--- config.mk ---
export PLATFORM = sky130hd
export DESIGN_NAME = fp32_mul_arbiter
export DESIGN_NICKNAME = d
export VERILOG_FILES = /design/src/rtl/fp32_mul_arbiter.sv
export SDC_FILE = /design/constraint.sdc
export NUM_CORES = 1
export LEC_CHECK = 0
export CORE_MARGIN = 4
export CORE_UTILIZATION = 45
export CTS_CLUSTER_DIAMETER = 120
export CTS_CLUSTER_SIZE = 28
export DETAILED_ROUTE_END_ITERATION = 7
export HOLD_SLACK_MARGIN = 0.08
export PLACE_DENSITY_LB_ADDON = 0.2
export SYNTH_ARGS = -nofsm -noshare
export SYNTH_HDL_FRONTEND = slang
export SYNTH_SLANG_ARGS = --single-unit
--- constraint.sdc ---
create_clock -name clk_n -period 3.9 [get_ports clk_n]
set_input_delay 0.78 -clock clk_n [delete_from_list [all_inputs] [get_ports clk_n]]
set_output_delay 0.78 -clock clk_n [all_outputs]
set_load 0.1 [all_outputs]
--- src/rtl/fp32_mul_arbiter.sv ---
// fp32_mul_arbiter: round-robin sharing of one external FP32 multiplier among
// NUM_REQ requesters. A granted operand pair is held on mul_a/mul_b for the
// multiplier latency, the packed result is captured and queued together with
// the owning requester index in a small response FIFO.
module fp32_mul_arbiter #(
  parameter int NUM_REQ     = 4,
  parameter int ID_W        = 2,
  parameter int MUL_LATENCY = 1,
  parameter int RSP_DEPTH   = 4
) (
  input  logic                  clk_n,
  input  logic                  rst_n,        // synchronous, active-high
  input  logic [NUM_REQ-1:0]    req_valid,
  output logic [NUM_REQ-1:0]    req_ready,
  input  logic [NUM_REQ*32-1:0] req_a,
  input  logic [NUM_REQ*32-1:0] req_b,
  output logic [31:0]           mul_a,
  output logic [31:0]           mul_b,
  input  logic                  mul_sign,
  input  logic [7:0]            mul_exponent,
  input  logic [22:0]           mul_mantissa,
  output logic                  rsp_valid,
  input  logic                  rsp_ready,
  output logic [ID_W-1:0]       rsp_id,
  output logic [31:0]           rsp_data,
  output logic                  busy
);

  localparam int CNT_W = (MUL_LATENCY < 2) ? 1 : $clog2(MUL_LATENCY + 1);
  localparam int PTR_W = (RSP_DEPTH < 2) ? 1 : $clog2(RSP_DEPTH);

  typedef enum logic [1:0] {
    ST_IDLE,
    ST_HOLD,
    ST_CAPTURE
  } state_t;

  typedef struct packed {
    logic [ID_W-1:0] id;
    logic [31:0]     data;
  } rsp_entry_t;

  state_t           state, state_next;
  logic [CNT_W-1:0] cnt, cnt_next;
  logic [ID_W-1:0]  rr_ptr;
  logic [ID_W-1:0]  cur_id;

  logic             grant_found;
  logic [ID_W-1:0]  grant_id;
  logic [ID_W-1:0]  cand;
  logic             accept;

  rsp_entry_t       fifo_mem [RSP_DEPTH];
  logic [PTR_W-1:0] wr_ptr, rd_ptr;
  logic [PTR_W:0]   fifo_count;
  logic             fifo_full;
  logic             push, pop;

  assign fifo_full = (fifo_count == (PTR_W + 1)'(RSP_DEPTH));
  assign push      = (state == ST_CAPTURE);
  assign pop       = rsp_valid & rsp_ready;
  assign accept    = |(req_valid & req_ready);

  // Round-robin scan from rr_ptr; grant only in IDLE with a free FIFO slot.
  always_comb begin
    // NOTE: every variable written here gets a default first, so no path can
    // leave it unassigned and infer a latch.
    grant_found = 1'b0;
    grant_id    = '0;
    cand        = '0;
    req_ready   = '0;
    for (int k = 0; k < NUM_REQ; k++) begin
      // NOTE: blocking assignments in combinational logic; the loop relies on
      // seeing grant_found updated within the same evaluation.
      cand = ID_W'((int'(rr_ptr) + k) % NUM_REQ);
      if (!grant_found && req_valid[cand]) begin
        grant_found = 1'b1;
        grant_id    = cand;
      end
    end
    if ((state == ST_IDLE) && !fifo_full && !rst_n && grant_found)
      req_ready[grant_id] = 1'b1;
  end

  // Next-state logic: IDLE -> HOLD on accept, HOLD for MUL_LATENCY cycles,
  // one CAPTURE cycle, back to IDLE.
  always_comb begin
    state_next = state;
    cnt_next   = cnt;
    unique case (state)
      ST_IDLE: begin
        if (accept) begin
          state_next = ST_HOLD;
          cnt_next   = '0;
        end
      end
      ST_HOLD: begin
        cnt_next = cnt + 1'b1;
        if (cnt + 1'b1 == CNT_W'(MUL_LATENCY))
          state_next = ST_CAPTURE;
      end
      ST_CAPTURE: state_next = ST_IDLE;
      default:    state_next = ST_IDLE;
    endcase
  end

  // State and hold-counter registers.
  always_ff @(posedge clk_n) begin
    if (rst_n) begin
      state <= ST_IDLE;
      cnt   <= '0;
    end else begin
      state <= state_next;
      cnt   <= cnt_next;
    end
  end

  // Operand, owner and round-robin pointer registers, loaded only on accept so
  // the multiplier inputs stay stable through HOLD and CAPTURE.
  always_ff @(posedge clk_n) begin
    if (rst_n) begin
      mul_a  <= '0;
      mul_b  <= '0;
      cur_id <= '0;
      rr_ptr <= '0;
    end else if (accept) begin
      mul_a  <= req_a[32*int'(grant_id) +: 32];
      mul_b  <= req_b[32*int'(grant_id) +: 32];
      cur_id <= grant_id;
      if (int'(grant_id) == NUM_REQ - 1)
        rr_ptr <= '0;
      else
        rr_ptr <= grant_id + 1'b1;
    end
  end

  // Response storage written at the CAPTURE edge.
  always_ff @(posedge clk_n) begin
    // NOTE: the storage array has no reset; the pointers and count define which
    // entries are live, and the output is forced to zero while empty.
    if (push)
      fifo_mem[wr_ptr] <= '{id: cur_id, data: {mul_sign, mul_exponent, mul_mantissa}};
  end

  // FIFO pointers and occupancy; reset discards any queued responses.
  always_ff @(posedge clk_n) begin
    if (rst_n) begin
      wr_ptr     <= '0;
      rd_ptr     <= '0;
      fifo_count <= '0;
    end else begin
      if (push)
        wr_ptr <= wr_ptr + 1'b1;
      if (pop)
        rd_ptr <= rd_ptr + 1'b1;
      unique case ({push, pop})
        2'b10:   fifo_count <= fifo_count + 1'b1;
        2'b01:   fifo_count <= fifo_count - 1'b1;
        default: fifo_count <= fifo_count;
      endcase
    end
  end

  assign rsp_valid = (fifo_count != '0);
  assign rsp_id    = rsp_valid ? fifo_mem[rd_ptr].id   : '0;
  assign rsp_data  = rsp_valid ? fifo_mem[rd_ptr].data : '0;
  assign busy      = (state != ST_IDLE) || rsp_valid;

endmodule

Word level (Yosys, flattened, before mapping)
Memory sizes are Yosys's and may differ from the RTL's. A register that Yosys moved wholly into a read port is not among the register bits.
Index checks and enable logic that the tools add are counted.
{ "totals": {"mem_count": 1, "elab_cells": 90, "in_bits": 295, "regBits": 78, "ram_bits": 136, "output_inout_bits": 104} }
{ "mem_list": {"columns": ["name", "depth", "word_bits", "read_ports", "rd_ports_with_merged_regs", "write_ports", "line", "source"], "rows": [
  ["fifo_mem", 4, 34, 1, 1, 1, "53", "rsp_entry_t fifo_mem [RSP_DEPTH];"]
]} }
{ "classes": {"muxes": 32, "shifts": 2, "add_sub_neg": 9, "bitwise": 2, "reduce_logical": 21, "n_eq_ne": 8, "magnitude_cmp": 6} }
{ "op_table": {"columns": ["operator", "n"], "rows": [
  ["$shiftx 128x8->32", 2],
  ["$mux 32", 1],
  ["$mux 2", 10],
  ["$lt 2x3->1 const B", 5],
  ["$mux 1", 12],
  ["$add 2x1->2 const B", 4],
  ["$bmux 1 s2", 4],
  ["$logic_and 1x1->1", 7],
  ["$eq 2x1->1 const B", 3],
  ["$pmux 3 s2", 1],
  ["$reduce_bool 2->1", 3],
  ["$logic_not 1->1", 5],
  ["$add 2x2->2 const B", 2],
  ["$and 4x4->4", 1],
  ["$eq 2x2->1 const B", 2],
  ["$mux 4", 1],
  ["$ne 2x2->1 const B", 2],
  ["$pmux 2 s2", 1],
  ["$reduce_and 2->1", 2],
  ["$reduce_or 4->1", 1],
  ["$add 3x1->3 const B", 1],
  ["$eq 3x3->1 const B", 1],
  ["$reduce_bool 3->1", 1],
  ["$sub 3x1->3 const B", 1],
  ["7 further kinds", 7]
]} }

Logic depth before layout (Yosys ltp)
{ "logic_depth": {"word_depth": 21, "mapped_depth": 13, "mapped_depth_nobuf": 8} }

Worst setup path before layout
OpenSTA, ideal clock, no wires.
{ "synth_path": {"kind": "input -> output", "from": "input req_valid[0]", "to": "output req_ready[1]", "n_path_buf": 3, "arrival_time_ps": 5099, "path_slack_ps": -1979, "cell_stages": 7, "t_required_ps": 3120, "cell_sequence": "nor2b_2 nor4_2 buf_6 nor2_4 buf_6 buf_4 a2111oi_1"} }
{ "synth_via": {"elab_chain_cells": 17, "word_cells_on_any_way": 29, "classes_between": "order compare: 2; mux: 19; reduce/logical: 8"} }
{ "synth_rtl": {"columns": ["item", "line", "source"], "rows": [
  ["from (decl)", "13", "input logic [NUM_REQ-1:0] req_valid,"],
  ["$bmux 1 s2", "76", "if (!grant_found && req_valid[cand]) begin"],
  ["$mux 1 (not written as such)", "76", null],
  ["$mux 1", "76", null],
  ["$logic_not 1->1", "76", null],
  ["$logic_and 1x1->1", "76", null],
  ["$mux 1", "76", null],
  ["$logic_not 1->1", "76", null],
  ["$logic_and 1x1->1", "76", null],
  ["$mux 1", "76", null],
  ["$logic_not 1->1", "76", null],
  ["$logic_and 1x1->1", "76", null],
  ["$mux 2", "76", null],
  ["$lt 2x3->1 (not written as such) / $ge 2x1->1 (equally long branches)", "82", "req_ready[grant_id] = 1'b1;"],
  ["$logic_and 1x1->1 (not written as such)", "82", null],
  ["$mux 1 (not written as such)", "82", null],
  ["$demux 1 s2", "82", null],
  ["$mux 4 *", "81", "if ((state == ST_IDLE) && !fifo_full && !rst_n && grant_found)"],
  ["to (decl)", "14", "output logic [NUM_REQ-1:0] req_ready,"]
]} }
Every way passes the cells marked *; elsewhere a longest branch is shown, timed or not. The select of a mux whose other input is x is not followed.

Worst setup path after layout
{ "layout_path": {"from": "input req_valid[2]", "to": "output req_ready[3]"} }
Same word-level chain as after synthesis.

==> impl_metrics.toml <==
[run_status]
status = "complete, no violations"

[die]
core-area_um2 = 22800
die_area_um2 = 25800
fp-row-count = 55
start_util = 0.459
fp.dieW_um = 161
ios = 399
die_y_um = 161

[finish]
stdcell_count = 1517
drive_above_1_share = 0.144
multi_input_area_um2 = 4230
layout.nets = 1496
seqCellArea_um2 = 5690
n_fill_cell = 1782
syn2layout_area_growth_pct = 44.2

[place]
dp_hpwl_um = 24400
numPortBuffers = 398
place_congestion = 0.890
placedCellCount = 1494

[job]
max_cap_violations = 0

[global_route]
grt_usage = 0.241
antenna_found_initial = 6
grt_first_pass_wirelength_um = 48200
grt_overflow_total = 0
grt_max_degree = 66
grt_pass1_vias = 8264

[sta]
fin_skew_ns = 0.0206
period_share = 0.942
grt_setup_unrepaired = "no"
max_freq_mhz = 272
min_period_ns = 3.68
timing.slew.headroom = 0.254
worst_pin_slew_ns = 1.11
slew_viol_final = 0
hold_violations = 0
finalSetupViolCount = 0
tns_ns = 0
holdWs_ns = 0.490

[critical_path]
path_max_fanout = 6
crit_arrival_ns = 2.90
slowest_stage = "clkdlybuf4s50_1"
crit_buf_inv = 2
r2r_slack_ns = 1.23
crit_chain = "clkdlybuf4s50_1 -> nor2b_1 -> a211oi_2 -> nor2_1 -> ha_1 -> and2_1 -> buf_12"
required_ns = 3.12
path_class = "in2out"
slowest_delay_ns = 0.56
cp-start-kind = "input pin"
critical-path-top-delay-family = "simple AND/OR/NAND/NOR gates"
end_kind = "primary output"

[power]
power.density_nw_per_um2 = 702
finalPower_mw = 10.6
vdd_drop_max_mv = 0.514
leakagePower_nw = 5.51

[clock_tree]
cts-root-buf = "clkbuf_16"
worstSkewPairLatency_ns = 0.47
cts_tree = "yes"
cts_sinks = 216
ctsResizeCount = 0
hold_buffers = 0
post-cts-setup-buffers = 0
h-tree-depth = 1
clk_path_buf_depth = 3
path_clk_slew_ns = 0.12
numCtsBuffers = 11

[detailed_routing]
dr.pass1.iters = 5
wire_per_inst_um = 21.5
vias = 8093
via_per_inst = 5.33
drc = 0
ant_nets = 0
drt_wl_total_um = 32600
drtIter0Drc = 434

[worst_hold_path]
hp-class = "reg2reg"

[synth]
yosysTopAreaCellShare = 0.390
synthTopCellsByArea = "edfxtp_1 (39%), dfxtp_1 (15%), mux4_2 (7.3%)"
synth_top_area_cell = "edfxtp_1"
synth_edf_count = 136
synthTopCellsByCount = "edfxtp_1 (136), dfxtp_1 (80), inv_1 (71)"
synth_seq_cells = 216
ys_seq_area_frac = 0.543
synth_cell_types = 47
synth_warnings = 0
syn_avg_cell_area_um2 = 12.6
syn-cell-area_um2 = 10500
syn-num-nets = 1131
syn_inst = 829
ys.flop_type = "edfxtp_1"
async_reset_ff_frac = 0
yosysMostFrequentCell = "edfxtp_1"
-- report_power, final --
part | switching [mW] | internal, mW | total (mW)
registers | 0.229 | 2.79 | 3.02
logic | 4.55 | 1.80 | 6.35
clock network | 0.686 | 0.536 | 1.22
total | 5.47 | 5.13 | 10.6
-- cells in the final DEF, fill, tap and decap left out, types with 3 or more instances in the layout --
master,instances
clkdlybuf4s50_1,358
edfxtp_1,136
dfxtp_1,79
inv_1,71
mux2i_1,66
o21ai_0,65
nand3_1,64
a21o_1,64
buf_4,54
o221ai_2,40
and2_1,36
mux4_2,34
o221ai_1,24
nor2_1,15
clkbuf_16,11
buf_12,10
diode_2,6
ha_1,6
or3_1,5
nor2b_1,5
a21oi_1,5
clkbuf_1,5
and2_2,4
nand2_1,3
nand2b_1,3
xor2_1,3
xnor2_1,3
-- through the flow --
step,util,cell area [µm²],setup WS [ns]
2_1_floorplan,-,10500,0.187
3_3_place_gp,0.649,14800,0.277
3_5_place_dp,0.649,14800,0.192
4_1_cts,0.662,15100,0.234
5_1_grt,0.662,15100,0.112
6_report,0.662,15100,0.225
-- flip-flops by register name, summed over array words and instances, names as in the netlist, named ones only --
signal and flops:
wr_ptr 2, rr_ptr 2, fifo_count 3, rd_ptr 2, cnt 1, mul_a 32, cur_id 2, state 2
fifo_mem 136, mul_b 32
-- cells by family (layout without fill, tap and decap cells) --
kind of cell | after synthesis | after routing | share of synthesized area
buffers and inverters | 143 | 512 | 0.0593
flip-flops | 216 | 216 | 0.543
XOR/XNOR | 6 | 6 | 0.00502
other | 0 | 6 | 0
multiplexers | 101 | 101 | 0.137
AO/OA/AOI/OAI | 211 | 211 | 0.170
AND/OR/NAND/NOR | 145 | 145 | 0.0762
adder cells (fa/ha/maj) | 7 | 7 | 0.00909
-- layout make-up --
type	count	share of cell area
Clock inverter	1	0.000580
Timing Repair Buffer	422	0.278
Sequential cell	216	0.377
Antenna cell	6	0.000995
Inverter	73	0.0182
Tap cell	313	0.0260
Clock buffer	16	0.0195
Multi-Input combinational cell	470	0.280
-- per-layer routing --
layer | up-vias | global-route usage | share of wire
met5 | - | 0 | 0
met4 | 0 | 0.0884 | 0.037
met3 | 57 | 0.0631 | 0.073
met2 | 292 | 0.432 | 0.53
met1 | 3905 | 0.276 | 0.36
li1 | 3839 | - | -
-- worst register-to-register path, cell delays in order, from the launching register on --
cell and delay [ns]:
dfxtp_1 0.51, or3_1 0.59, and2_1 0.30, ha_1 0.20, inv_1 0.06, fa_1 0.37, xor2_1 0.15, or3_1 0.31
a21oi_1 0.13
-- worst paths after layout --
path,to,startpoint,cells past startpoint
worst min-delay path,state[1],cnt,1
worst max-delay path,req_ready[3],req_valid[2],7
worst min register to register,state[1],cnt,1
worst max register to register,fifo_count[2],fifo_count[2],8
Note: power is estimated with default switching activity, not from simulation.
